File: src/rtl/mem_pkg.sv
// Shared memory-subsystem types: stack address helper and op decode.
package mem_pkg;

  localparam logic [19:0] DEFAULT_STACK_BASE = 20'h00000;

  typedef enum logic [2:0] {
    OP_IDLE,
    OP_PUSH,
    OP_POP,
    OP_REPL,
    OP_LOAD
  } op_e;

  function automatic logic [63:0] stack_offset(
    input logic [63:0] base,
    input logic [63:0] n,
    input logic        grow_down
  );
    return grow_down ? base - n : base + n;
  endfunction

endpackage

File: src/rtl/stack_ctrl_if.sv
// Request/status bundle between a stack user and stack_ctrl.
interface stack_ctrl_if #(
  parameter int ADDR_WIDTH  = 20,
  parameter int STACK_DEPTH = 256,
  parameter int CNT_W       = $clog2(STACK_DEPTH + 1)
);
  logic                  push;
  logic                  pop;
  logic                  sp_load;
  logic [CNT_W-1:0]      sp_load_val;
  logic                  err_clr;
  logic [ADDR_WIDTH-1:0] addr_out;
  logic                  wr_en;
  logic [CNT_W-1:0]      count;
  logic                  empty;
  logic                  full;
  logic                  overflow;
  logic                  underflow;
  logic [CNT_W-1:0]      high_water;

  modport master (
    output push, pop, sp_load, sp_load_val, err_clr,
    input  addr_out, wr_en, count, empty, full,
    input  overflow, underflow, high_water
  );

  modport slave (
    input  push, pop, sp_load, sp_load_val, err_clr,
    output addr_out, wr_en, count, empty, full,
    output overflow, underflow, high_water
  );
endinterface

File: src/rtl/stack_ctrl.sv
// Stack-pointer controller: occupancy, RAM address, bounds errors
// and high-water mark for one hardware stack.
module stack_ctrl
  import mem_pkg::*;
#(
  parameter int ADDR_WIDTH = 20,
  parameter logic [ADDR_WIDTH-1:0] STACK_BASE =
    ADDR_WIDTH'(DEFAULT_STACK_BASE),
  parameter int STACK_DEPTH = 256,
  parameter int GROW_DOWN = 0,
  parameter int CNT_W = $clog2(STACK_DEPTH + 1)
) (
  input logic clk,
  input logic reset,
  stack_ctrl_if.slave bus
);

  localparam longint BASE_L = longint'(STACK_BASE);
  localparam longint TOP_L = (longint'(1) << ADDR_WIDTH) - 1;
  localparam longint LAST_L = longint'(STACK_DEPTH) - 1;
  localparam logic [CNT_W-1:0] DEPTH_C = CNT_W'(STACK_DEPTH);

  if (STACK_DEPTH < 1) begin : g_bad_depth
    $error("stack_ctrl: STACK_DEPTH must be >= 1");
  end
  if (GROW_DOWN == 0 && BASE_L + LAST_L > TOP_L) begin : g_bad_up
    $error("stack_ctrl: stack region wraps past top of memory");
  end
  if (GROW_DOWN != 0 && BASE_L < LAST_L) begin : g_bad_dn
    $error("stack_ctrl: stack region wraps below address 0");
  end

  logic [CNT_W-1:0] count_q;
  logic [CNT_W-1:0] hw_q;
  logic             ovf_q;
  logic             unf_q;

  op_e              op;
  logic [CNT_W-1:0] cnt_nxt;
  logic             ovf_set;
  logic             unf_set;
  logic             we;
  logic             is_empty;
  logic             is_full;
  logic [CNT_W-1:0] idx;

  assign is_empty = (count_q == '0);
  assign is_full  = (count_q == DEPTH_C);

  always_comb begin
    op = OP_IDLE;
    unique case (1'b1)
      bus.sp_load:                            op = OP_LOAD;
      !bus.sp_load && bus.push && bus.pop:    op = OP_REPL;
      !bus.sp_load && bus.push && !bus.pop:   op = OP_PUSH;
      !bus.sp_load && !bus.push && bus.pop:   op = OP_POP;
      default:                                op = OP_IDLE;
    endcase
  end

  always_comb begin
    cnt_nxt = count_q;
    ovf_set = 1'b0;
    unf_set = 1'b0;
    we      = 1'b0;
    unique case (op)
      OP_LOAD: begin
        if (bus.sp_load_val > DEPTH_C) begin
          cnt_nxt = DEPTH_C;
          ovf_set = 1'b1;
        end else begin
          cnt_nxt = bus.sp_load_val;
        end
      end
      OP_PUSH: begin
        if (is_full) begin
          ovf_set = 1'b1;
        end else begin
          cnt_nxt = count_q + CNT_W'(1);
          we      = 1'b1;
        end
      end
      OP_POP: begin
        if (is_empty) unf_set = 1'b1;
        else cnt_nxt = count_q - CNT_W'(1);
      end
      OP_REPL: begin
        we = 1'b1;
        // Empty replace still lands the pushed word at slot 0.
        if (is_empty) begin
          unf_set = 1'b1;
          cnt_nxt = CNT_W'(1);
        end
      end
      default: ;
    endcase
  end

  always_comb begin
    idx = '0;
    if (!reset)
      idx = '0;
    else if (bus.push && !bus.pop)
      idx = count_q;
    else if (!is_empty)
      idx = count_q - CNT_W'(1);
  end

  assign bus.addr_out = ADDR_WIDTH'(stack_offset(
    64'(STACK_BASE), 64'(idx), GROW_DOWN != 0));

  assign bus.wr_en      = we && reset;
  assign bus.count      = count_q;
  assign bus.empty      = is_empty;
  assign bus.full       = is_full;
  assign bus.overflow   = ovf_q;
  assign bus.underflow  = unf_q;
  assign bus.high_water = hw_q;

  always_ff @(posedge clk or negedge reset) begin
    if (!reset) begin
      count_q <= '0;
      hw_q    <= '0;
      ovf_q   <= 1'b0;
      unf_q   <= 1'b0;
    end else begin
      count_q <= cnt_nxt;
      if (bus.err_clr) begin
        hw_q  <= cnt_nxt;
        ovf_q <= ovf_set;
        unf_q <= unf_set;
      end else begin
        hw_q  <= (cnt_nxt > hw_q) ? cnt_nxt : hw_q;
        ovf_q <= ovf_q | ovf_set;
        unf_q <= unf_q | unf_set;
      end
    end
  end

endmodule
File: src/flat_wrapper.sv
// flat-port wrapper written by rule: the top's interface ports become plain ports
module stack_ctrl_flat import mem_pkg::*;
#(
  parameter int ADDR_WIDTH = 20,
  parameter logic [ADDR_WIDTH-1:0] STACK_BASE =
    ADDR_WIDTH'(DEFAULT_STACK_BASE),
  parameter int STACK_DEPTH = 256,
  parameter int GROW_DOWN = 0,
  parameter int CNT_W = $clog2(STACK_DEPTH + 1)
)
  (clk, reset, bus_push, bus_pop, bus_sp_load, bus_sp_load_val, bus_err_clr, bus_addr_out, bus_wr_en, bus_count, bus_empty, bus_full, bus_overflow, bus_underflow, bus_high_water);
  stack_ctrl_if #(.ADDR_WIDTH(ADDR_WIDTH), .STACK_DEPTH(STACK_DEPTH), .CNT_W(CNT_W)) bus_i ();
  input logic clk;
  input logic reset;
  input wire logic [$bits(bus_i.push)-1:0] bus_push;
  input wire logic [$bits(bus_i.pop)-1:0] bus_pop;
  input wire logic [$bits(bus_i.sp_load)-1:0] bus_sp_load;
  input wire logic [$bits(bus_i.sp_load_val)-1:0] bus_sp_load_val;
  input wire logic [$bits(bus_i.err_clr)-1:0] bus_err_clr;
  output wire logic [$bits(bus_i.addr_out)-1:0] bus_addr_out;
  output wire logic [$bits(bus_i.wr_en)-1:0] bus_wr_en;
  output wire logic [$bits(bus_i.count)-1:0] bus_count;
  output wire logic [$bits(bus_i.empty)-1:0] bus_empty;
  output wire logic [$bits(bus_i.full)-1:0] bus_full;
  output wire logic [$bits(bus_i.overflow)-1:0] bus_overflow;
  output wire logic [$bits(bus_i.underflow)-1:0] bus_underflow;
  output wire logic [$bits(bus_i.high_water)-1:0] bus_high_water;
  assign bus_i.push = bus_push;
  assign bus_i.pop = bus_pop;
  assign bus_i.sp_load = bus_sp_load;
  assign bus_i.sp_load_val = bus_sp_load_val;
  assign bus_i.err_clr = bus_err_clr;
  assign bus_addr_out = bus_i.addr_out;
  assign bus_wr_en = bus_i.wr_en;
  assign bus_count = bus_i.count;
  assign bus_empty = bus_i.empty;
  assign bus_full = bus_i.full;
  assign bus_overflow = bus_i.overflow;
  assign bus_underflow = bus_i.underflow;
  assign bus_high_water = bus_i.high_water;
  stack_ctrl #(.ADDR_WIDTH(ADDR_WIDTH), .STACK_BASE(STACK_BASE), .STACK_DEPTH(STACK_DEPTH), .GROW_DOWN(GROW_DOWN), .CNT_W(CNT_W)) u_core (.clk(clk), .reset(reset), .bus(bus_i));
endmodule
File: config.mk
export PLATFORM = sky130hd
export DESIGN_NAME = stack_ctrl_flat
export DESIGN_NICKNAME = d
export VERILOG_FILES = /design/src/rtl/mem_pkg.sv /design/src/rtl/stack_ctrl_if.sv /design/src/rtl/stack_ctrl.sv /design/src/flat_wrapper.sv
export SDC_FILE = /design/constraint.sdc
export NUM_CORES = 1
export LEC_CHECK = 0
export BUFFER_PORTS_ARGS = -buffer_cell sky130_fd_sc_hd__buf_4
export CORE_ASPECT_RATIO = 1.2
export CORE_MARGIN = 2
export CORE_UTILIZATION = 53
export CTS_CLUSTER_SIZE = 12
export DETAILED_ROUTE_END_ITERATION = 7
export GPL_ROUTABILITY_DRIVEN = 0
export PLACE_DENSITY = 0.81
export SLEW_MARGIN = 20
export SYNTH_ARGS = -nofsm -noshare
export SYNTH_HDL_FRONTEND = slang
export SYNTH_SLANG_ARGS = --single-unit
File: constraint.sdc
create_clock -name clk -period 4.5 [get_ports clk]
set_clock_uncertainty 0.2 [all_clocks]
set_input_delay 0.45 -clock clk [delete_from_list [all_inputs] [get_ports clk]]
set_output_delay 0.45 -clock clk [all_outputs]
set_load 0.05 [all_outputs]
==> results of run 1 <==
## flip-flops by register name (all words and copies together), names as in the netlist
name	count
u_core.bus.count	9
u_core.bus.high_water	9
u_core.bus.overflow	1
u_core.bus.underflow	1
## power breakdown
group / switching [W] / internal, W / leakage, nW
sequential: 0.0000686 / 0.000221 / 0.253
clock: 0.0000573 / 0.0000779 / 0.0288
combinational: 0.000435 / 0.000233 / 0.849
## critical path: stages (launching register included)
cell	delay (ps)
sky130_fd_sc_hd__dfrtp_1	480
sky130_fd_sc_hd__inv_1	170
sky130_fd_sc_hd__ha_1	260
sky130_fd_sc_hd__or3b_2	510
sky130_fd_sc_hd__nor4_1	310
sky130_fd_sc_hd__a221oi_1	150
sky130_fd_sc_hd__nand2_1	150
sky130_fd_sc_hd__ha_1	280
sky130_fd_sc_hd__a211o_1	310
sky130_fd_sc_hd__a21oi_1	140
sky130_fd_sc_hd__a221oi_1	120
sky130_fd_sc_hd__o21ai_2	420
sky130_fd_sc_hd__mux2_2	390
## routing by layer
| layer | track usage | wire length (um) |
|---|---|---|
| met5 | 0 | 0 |
| met4 | 0.1184 | 214 |
| met2 | 0.4253 | 2681 |
| met3 | 0.02317 | 362 |
| met1 | 0.3818 | 2358 |
## cell type report
type	instances	area [um^2]	share of cell area
repair buffers	49	370.4	0.1530
clock buffers	4	55.05	0.02274
multi-input cells	181	1340	0.5535
flip-flops and latches	20	500.5	0.2067
inverters	24	90.09	0.03721
well taps	52	65.06	0.02687
## worst paths after layout
kind	end	slack, ps	cells past startpoint
max	u_core.bus.high_water[4]$_DFFE_PN0P_	500	12
min	u_core.bus.underflow$_DFF_PN0_	210	2
max reg2reg	u_core.bus.high_water[4]$_DFFE_PN0P_	500	12
min reg2reg	u_core.bus.high_water[3]$_DFFE_PN0P_	340	1
max in group asynchronous	u_core.bus.count[3]$_DFF_PN0_	3420	2
min in group asynchronous	u_core.bus.count[7]$_DFF_PN0_	440	2
## synthesized netlist by cell type, types with 8 or more instances
cell type / count / area share
sky130_fd_sc_hd__inv_1: 23 / 0.042
sky130_fd_sc_hd__clkbuf_1: 9 / 0.016
sky130_fd_sc_hd__nand2_1: 11 / 0.020
sky130_fd_sc_hd__nor2b_1: 10 / 0.030
sky130_fd_sc_hd__ha_1: 14 / 0.085
sky130_fd_sc_hd__buf_4: 12 / 0.044
sky130_fd_sc_hd__a21oi_1: 10 / 0.024
sky130_fd_sc_hd__nor2_1: 9 / 0.016
sky130_fd_sc_hd__mux2_2: 9 / 0.049
sky130_fd_sc_hd__o21ai_0: 8 / 0.019
sky130_fd_sc_hd__dfrtp_1: 20 / 0.24
## cells by family after synthesis
| group | Yosys count | share of synthesized area |
|---|---|---|
| other cells | 1 | 0.001815 |
| flops | 20 | 0.2423 |
| mux | 12 | 0.06360 |
| fa+ha+maj | 14 | 0.08480 |
| compound gates | 62 | 0.2181 |
| xor+xnor | 4 | 0.01696 |
| simple gates | 78 | 0.2453 |
| buf+inv | 51 | 0.1272 |
## per-stage QoR
step	hold slack (ps)	total power (W)	cell area (um^2)	setup slack [ps]
6_report	213.3	0.001092	2421	502.0
5_1_grt	228.5	0.001154	2421	241.7
4_1_cts	211.6	0.001091	2421	521.3
3_5_place_dp	179.9	0.0009523	2356	561.4
3_3_place_gp	173.1	0.0009390	2356	620.1
2_1_floorplan	-45.59	0.0007801	2103	681.8
## repair_timing
action | 4_1_cts | 5_1_grt
buffers inserted | 0 | 0
setup endpoints to repair | 0 | 0
endpoints found under the hold margin | 20 | 0
hold buffers | 1 | 0
==> results.md, run 1 <==
- Status: finished, final reports clean
- Slew at the pin with the worst max-slew slack: 611.4 ps
- Starting Density: 0.5593
- Number of cell rows: 24
- CP arrival: 3940 ps
- Count of pins over their slew limit: 0
- H-tree levels: 1
- Number of endpoints with negative hold slack in the final report: 0
- Cell count after placement: 325
- Number of antenna violations at the first check in global routing: 0
- CTS Sinks: 20
- Total leakage power: 1.131 nW
- Overall die height: 72.39 um
- Global-route usage over all layers: 0.2726
- Wire length reported by the detailed router: 5617 um
- Iteration count of the initial detailed-routing pass: 5
- Via count of the first global-routing pass: 1863
- Diodes inserted: 0
- Unrepaired setup endpoints after global routing: no
- Remaining global-route overflow: 0
- Number of vias per cell after detailed routing: 6.036
- CTS clk-pin slew, worst paths: 70 ps
- Dominant register cell in the synthesized netlist: sky130_fd_sc_hd__dfrtp_1
- Area of the die: 0.004415 mm^2
- Crit path max fanout: 9
- Most frequent cells in the layout: 48 x sky130_fd_sc_hd__buf_4, 23 x sky130_fd_sc_hd__inv_1, 20 x sky130_fd_sc_hd__dfrtp_1
- Gate count of the mapped netlist: 242
- HPWL Detailed: 4205 um
- Wire length of the first global-routing pass: 9239 um
- Number of max-capacitance violations reported: 0
- Peak supply drop: 380.6 uV
- Startpoint kind of the worst setup timing path: register
- CP required: 4450 ps
- Count of final setup violators: 0
- Fraction of layout cells with a size suffix above 1: 0.2626
- Post-DRT Antenna Nets: 0
- Count of cell types in the netlist: 61
- Final layout net count: 308
- Number of enable flip-flop cells after synthesis: 0
- Cell area after technology mapping: 0.002066 mm^2
- Highest clock rate: 250.1 MHz
- Hold crit path type: in2reg
- Via total after detailed routing: 1992
- Mean area per synthesized cell: 8.536 um^2
- Power Density: 451.2 mW/mm^2
- Worst-case clock buffer depth: 2
- Number of top-level pins: 58
- Beginning of the critical path: u_core.bus.count[0]$_DFF_PN0_
- Slew HR: 0.5915
- Shortest period the worst path allows: 3998 ps
- Sum of negative setup slack: 0 ps
- Final worst-path cycle share: 0.8884
- Most common cell after layout, fill and taps aside: sky130_fd_sc_hd__buf_4
- Crit end category: register
- Layout-stage area growth over the synthesis result: 17.20%
- Finished Layout Cells: 330
- Master cell of the clock root buffer: sky130_fd_sc_hd__clkbuf_8
- Seq/Total Area, Yosys: 0.2423
- Synthesized flop and latch total: 20
- Number of fill cells in the layout: 329
- Routed len/inst: 17.02 um
- Asr flop ratio synth: 1.000
- Area of the core region: 0.003694 mm^2
- Hold path startpoint: bus_err_clr
- TritonCTS clock tree: done
- R2R Path Start: u_core.bus.count[0]$_DFF_PN0_
- Pin count of the biggest net entering global routing: 31
- Remaining DRCs: 0
- 1st-iter DRT viols: 135
- Number of clock buffers inserted by TritonCTS: 3
- Number of buffers inserted by port buffering: 46
- Final core utilization: 0.6555
- Warnings, synthesis: 0
- Type of the worst setup path: reg2reg
- Horiz. Die Dim: 60.99 um
- Clock latency on the worst-skew pair: 260 ps
- Quantity of gates resized following cts: 0
Note: power is estimated with default switching activity, not from simulation.
==> run 2: changes to the inputs <==
==> constraint.sdc (replaced) <==
create_clock -name clk -period 4.5 [get_ports clk]
set_clock_uncertainty 0.2 [all_clocks]
set_input_delay 0 -clock clk [delete_from_list [all_inputs] [get_ports clk]]
set_output_delay 0 -clock clk [all_outputs]
set_load 0.05 [all_outputs]
==> run 2 against run 1 <==
  * Cell count increased by 3.3%
  * Cell area increased by 4.5%
  * Routed wire length increased by 2.6%
  * Critical endpoint unchanged
==> results.md, run 2 (synthesis results as in run 1) <==
- Routed len/inst: 16.89 um (-0.74%)
- Slew HR: 0.4114 (-0.1801)
- Status: finished, final reports clean
- Hold path startpoint: bus_sp_load
- Area of all sequential standard cells: 500.5 um^2 (unchanged)
- CP required: 4450 ps (about the same)
- Number of cell rows: 24 (unchanged)
- Slew at the pin with the worst max-slew slack: 880.0 ps (+268.5 ps)
- Number of endpoints with negative hold slack in the final report: 0 (unchanged)
- Post-DRT Antenna Nets: 0 (unchanged)
- CP arrival: 3940 ps (about the same)
- Largest stage delay, worst path: 510 ps (about the same)
- Via count of the first global-routing pass: 1895 (+1.7%)
- H-tree levels: 1 (unchanged)
- Global-route usage over all layers: 0.2776 (+0.005041)
- Type of the worst setup path: reg2reg
- Layout-stage area growth over the synthesis result: 22.53%
- Most frequent cells in the layout: 48 x sky130_fd_sc_hd__buf_4, 23 x sky130_fd_sc_hd__inv_1, 20 x sky130_fd_sc_hd__dfrtp_1
- Remaining global-route overflow: 0 (unchanged)
- Crit end category: register
- Crit path max fanout: 9 (unchanged)
- Overall power: 0.001100 W (+0.73%)
- Family of cells with the greatest summed delay on the critical path: compound AO/OA/AOI/OAI gates
- CP bufs+invs: 1 (unchanged)
- Wire length of the first global-routing pass: 9390 um (+1.6%)
- Peak supply drop: 379.3 uV (-0.34%)
- 1st-iter DRT viols: 136 (+0.74%)
- Overall die height: 72.39 um (unchanged)
- Shortest period the worst path allows: 3992 ps (-5.765 ps)
- Iteration count of the initial detailed-routing pass: 5 (unchanged)
- Number of antenna violations at the first check in global routing: 0 (unchanged)
- Fraction of layout cells with a size suffix above 1: 0.2526 (-0.009995)
- TritonCTS clock tree: done
- Highest clock rate: 250.5 MHz (+0.14%)
- Beginning of the critical path: u_core.bus.count[0]$_DFF_PN0_
- Power Density: 434.7 mW/mm^2 (-3.6%)
- Pin count of the biggest net entering global routing: 21 (-32%)
- Cell count after placement: 325 (unchanged)
- Number of fill cells in the layout: 311 (-5.5%)
- Master cell of the clock root buffer: sky130_fd_sc_hd__clkbuf_8
- Post-CTS setup buffers: 0 (unchanged)
- Remaining DRCs: 0 (unchanged)
- R2R Path Start: u_core.bus.count[0]$_DFF_PN0_
- Worst-case clock buffer depth: 2 (unchanged)
- CTS clk-pin slew, worst paths: 70 ps (about the same)
- Setup slack after placement: 561.4 ps (unchanged)
- Final core utilization: 0.6853 (+0.02981)
- Final worst-path cycle share: 0.8872 (-0.001281)
- Wire length reported by the detailed router: 5761 um (+2.6%)
- Horiz. Die Dim: 60.99 um (unchanged)
- Hold crit path type: in2reg
- Final layout net count: 319 (+3.6%)
- Levels on crit path: 12 (unchanged)
- Area of the die: 0.004415 mm^2 (unchanged)
- Length in cells of the worst reg-to-reg path: 12 (unchanged)
- Clock latency on the worst-skew pair: 260 ps (about the same)
- Post-layout worst setup margin: 507.8 ps (+5.765 ps)
- Area of combinational cells with multiple inputs: 0.001340 mm^2 (unchanged)
- HPWL Detailed: 4205 um (unchanged)
- Startpoint kind of the worst setup timing path: register
- Worst-path cell chain: inv_1 -> ha_1 -> or3b_2 -> nor4_1 -> a221oi_1 -> nand2_1 -> ha_1 -> a211o_1 -> a21oi_1 -> a221oi_1 -> o21ai_2 -> mux2_2
- Unrepaired setup endpoints after global routing: no
- Master of the slowest instance on the critical path: sky130_fd_sc_hd__or3b_2
- Number of max-capacitance violations reported: 0 (unchanged)
- Number of top-level pins: 58 (unchanged)
- Count of final setup violators: 0 (unchanged)
- Worst reg2reg setup slack: 510 ps (about the same)
- Number of buffers inserted by port buffering: 46 (unchanged)
- Hold Path Depth: 2 (unchanged)
- Diodes inserted: 0 (unchanged)
- Total leakage power: 1.178 nW (+4.2%)
- Finished Layout Cells: 341 (+3.3%)
- Count of pins over their slew limit: 0 (unchanged)
- CTS Sinks: 20 (unchanged)
- Sum of negative setup slack: 0 ps (unchanged)
- Number of clock buffers inserted by TritonCTS: 3 (unchanged)
- Most common cell after layout, fill and taps aside: sky130_fd_sc_hd__buf_4
- Area of the core region: 0.003694 mm^2 (unchanged)
- Via total after detailed routing: 2022 (+1.5%)
- Starting Density: 0.5593 (unchanged)
- Number of vias per cell after detailed routing: 5.930 (-1.8%)
-- run 2: changes by cell type in the layout (fill, tap and decap cells not counted), sizes merged --
cell | previous run | this run
dlygate4sd3 | 1 | 12
-- run 2: what timing repair did --
item | 4_1_cts | 5_1_grt
hold buffers | 12 | 0
resized for setup | 0 | 0
endpoints found under the hold margin | 30 | 0
-- run 2: cell type report --
type | instances | area share
Clock buffer | 4 | 0.02175
Inverter | 24 | 0.03559
Timing Repair Buffer | 60 | 0.1898
Tap cell | 52 | 0.02570
Multi-Input combinational cell | 181 | 0.5294
Sequential cell | 20 | 0.1977
-- run 2: worst paths after layout --
kind,end
max,u_core.bus.high_water[4]$_DFFE_PN0P_
min,u_core.bus.count[0]$_DFF_PN0_
max reg2reg,u_core.bus.high_water[4]$_DFFE_PN0P_
min reg2reg,u_core.bus.high_water[3]$_DFFE_PN0P_
max in group asynchronous,u_core.bus.overflow$_DFF_PN0_
min in group asynchronous,u_core.bus.high_water[7]$_DFFE_PN0P_
-- run 2: per-stage QoR --
step,instance area [um^2],hold WS [ps]
finish,2531,14.17
global route,2531,56.65
CTS,2531,0.9582
detailed placement,2356,-270.1
global placement,2356,-276.9
floorplan,2103,-495.6
-- run 2: routing by layer --
layer	track usage	vias to the layer above	wire, um
met5	0	-	0
met4	0.1184	0	205
met3	0.02317	23	412
met2	0.4349	108	2794
met1	0.3885	925	2348
li1	-	966	-
-- run 2: power breakdown --
| group | total (W) | switching (W) | internal (W) |
|---|---|---|---|
| logic | 0.000676 | 0.000437 | 0.000239 |
| clock network | 0.000135 | 0.0000567 | 0.0000779 |
| registers | 0.000290 | 0.0000684 | 0.000221 |
| total | 0.00110 | 0.000562 | 0.000538 |
==> run 3: changes to the inputs <==
--- a/config.mk
+++ b/config.mk
@@ -12,7 +12,8 @@
 export CTS_CLUSTER_SIZE = 12
 export DETAILED_ROUTE_END_ITERATION = 7
 export GPL_ROUTABILITY_DRIVEN = 0
-export PLACE_DENSITY = 0.81
+export HOLD_SLACK_MARGIN = 0.02
+export PLACE_DENSITY_LB_ADDON = 0.25
 export SLEW_MARGIN = 20
 export SYNTH_ARGS = -nofsm -noshare
 export SYNTH_HDL_FRONTEND = slang
==> run 3 against run 2 <==
  * Sequential cell count stayed put
  * Maximum frequency down 0.23%
  * Via count grew 3.6%
  * Cell area up 1.2%
  * Largest cell class unchanged
  * Die area is the same
  * Utilization up 0.85 points
  * Hold slack better by 74 ps
  * Sequential power is 2% lower
  * Combinational power is 1% higher
  * Count of clock-buffer cells in the layout decreased by 1
==> results.md, run 3 (synthesis results as in run 1) <==
- Count of final setup violators: 0 (unchanged)
- Length in cells of the worst reg-to-reg path: 12 (unchanged)
- Pin count of the biggest net entering global routing: 21 (unchanged)
- Overall power: 0.001081 W (-1.7%)
- Number of max-capacitance violations reported: 0 (unchanged)
- Post-CTS setup buffers: 0 (unchanged)
- Beginning of the critical path: u_core.bus.count[0]$_DFF_PN0_
- Hold crit path type: in2reg
- Worst-case clock buffer depth: 2 (unchanged)
- Wire length reported by the detailed router: 5790 um (+0.50%)
- Power Density: 421.9 mW/mm^2 (-2.9%)
- 1st-iter DRT viols: 131 (-3.7%)
- Number of clock buffers inserted by TritonCTS: 3 (unchanged)
- Shortest period the worst path allows: 4001 ps (+9.084 ps)
- Diodes inserted: 0 (unchanged)
- Fraction of layout cells with a size suffix above 1: 0.2526 (about the same)
- Unrepaired setup endpoints after global routing: no
- Most common cell after layout, fill and taps aside: sky130_fd_sc_hd__buf_4
- CTS clk-pin slew, worst paths: 70 ps (about the same)
- Via total after detailed routing: 2094 (+3.6%)
- Number of cell rows: 24 (unchanged)
- Sum of negative setup slack: 0 ps (unchanged)
- Routed len/inst: 16.78 um (-0.66%)
- CP arrival: 3940 ps (about the same)
- Peak supply drop: 323.6 uV (-15%)
- Slew at the pin with the worst max-slew slack: 874.4 ps (-5.593 ps)
- Overall die height: 72.39 um (unchanged)
- H-tree levels: 1 (unchanged)
- Remaining global-route overflow: 0 (unchanged)
- R2R Path Start: u_core.bus.count[0]$_DFF_PN0_
- Total leakage power: 1.193 nW (+1.2%)
- Final worst-path cycle share: 0.8892 (+0.002019)
- CP required: 4440 ps (about the same)
- Number of buffers inserted by port buffering: 46 (unchanged)
- Startpoint kind of the worst setup timing path: register
- Iteration count of the initial detailed-routing pass: 5 (unchanged)
- Crit path max fanout: 9 (unchanged)
- Timing endpoint of the critical path: u_core.bus.high_water[6]$_DFFE_PN0P_
- CTS Sinks: 20 (unchanged)
- Crit Reg-Reg Endpoint: u_core.bus.high_water[6]$_DFFE_PN0P_
- Remaining DRCs: 0 (unchanged)
- Master cell of the clock root buffer: sky130_fd_sc_hd__clkbuf_8
- Post-DRT Antenna Nets: 0 (unchanged)
- Area of the core region: 0.003694 mm^2 (unchanged)
- Global-route usage over all layers: 0.2726 (-0.005041)
- Most frequent cells in the layout: 50 x sky130_fd_sc_hd__buf_4, 23 x sky130_fd_sc_hd__inv_1, 20 x sky130_fd_sc_hd__dfrtp_1
- Type of the worst setup path: reg2reg
- HPWL Detailed: 4280 um (+1.8%)
- Layout-stage area growth over the synthesis result: 24.05%
- Number of endpoints with negative hold slack in the final report: 0 (unchanged)
- Slew HR: 0.4152 (+0.003741)
- Final layout net count: 324 (+1.6%)
- Status: finished, final reports clean
- Area of the die: 0.004415 mm^2 (unchanged)
- Number of antenna violations at the first check in global routing: 0 (unchanged)
- Wire length of the first global-routing pass: 9142 um (-2.6%)
- Clock latency on the worst-skew pair: 250 ps (about the same)
- Highest clock rate: 249.9 MHz (-0.23%)
- Starting Density: 0.5593 (unchanged)
- Horiz. Die Dim: 60.99 um (unchanged)
- Number of top-level pins: 58 (unchanged)
- Crit end category: register
- Worst reg2reg setup slack: 500 ps (about the same)
- Via count of the first global-routing pass: 1875 (-1.1%)
- Number of vias per cell after detailed routing: 6.070 (+2.4%)
- TritonCTS clock tree: done
- Count of pins over their slew limit: 0 (unchanged)
==> run 3: cell type report <==
cell class | count | area, um^2
clock buffers | 3 | 41.29
flip-flops and latches | 20 | 500.5
fillers | 324 | 1131
multi-input cells | 181 | 1340
well taps | 52 | 65.06
repair buffers | 65 | 525.5
inverters | 24 | 90.09
==> run 3: worst max-delay path, cell delays in order, from the launching register on <==
cell and delay (ps):
sky130_fd_sc_hd__dfrtp_1 480, sky130_fd_sc_hd__inv_1 180, sky130_fd_sc_hd__ha_1 250, sky130_fd_sc_hd__or3b_2 500
sky130_fd_sc_hd__nor4_1 340, sky130_fd_sc_hd__a221oi_1 150, sky130_fd_sc_hd__nand2_1 170, sky130_fd_sc_hd__ha_1 280
sky130_fd_sc_hd__a211o_1 300, sky130_fd_sc_hd__a21oi_1 120, sky130_fd_sc_hd__a221oi_1 110, sky130_fd_sc_hd__o21ai_2 410
sky130_fd_sc_hd__mux2_2 390
==> run 3: power by group <==
part           leakage [nW]  total (W)  internal, W  switching, W
clock                0.0216   0.000113    0.0000595     0.0000534
combinational         0.918   0.000684     0.000244      0.000440
sequential            0.253   0.000285     0.000222     0.0000630
==> run 3: worst min path at each step <==
stage               cells after the start      from                            end
detailed placement                      1     reset  u_core.bus.count[5]$_DFF_PN0_
floorplan                               0     reset  u_core.bus.count[0]$_DFF_PN0_
global placement                        1     reset  u_core.bus.count[5]$_DFF_PN0_
CTS                                     3  bus_push  u_core.bus.count[4]$_DFF_PN0_
global route                            3   bus_pop  u_core.bus.overflow$_DFF_PN0_
finish                                  3  bus_push  u_core.bus.count[4]$_DFF_PN0_
==> run 3: metal layers <==
layer  GRT usage  up-vias  wire (um)
met5           0        -          0
met4      0.1353        0        233
met3     0.02317       22        500
met2      0.4229      128       2753
met1      0.3761      967       2302
li1            -      977          -
==> run 3: what timing repair did <==
| item | in CTS | in global routing |
|---|---|---|
| gates resized for setup | 0 | 0 |
| endpoints found under the setup margin | 0 | 0 |
| hold buffers | 15 | 0 |
| hold endpoints to repair | 30 | 0 |
==> run 3: per-stage QoR <==
step	instances	setup WS [ps]	utilization	cell area [um^2]	hold slack, ps
global route	345	342.7	0.6938	2562	112.5
finish	345	498.7	0.6938	2562	88.16
global placement	327	608.5	0.6419	2371	-276.0
floorplan	252	681.8	-	2103	-495.6
CTS	345	544.2	0.6938	2562	67.84
detailed placement	327	570.7	0.6419	2371	-274.8
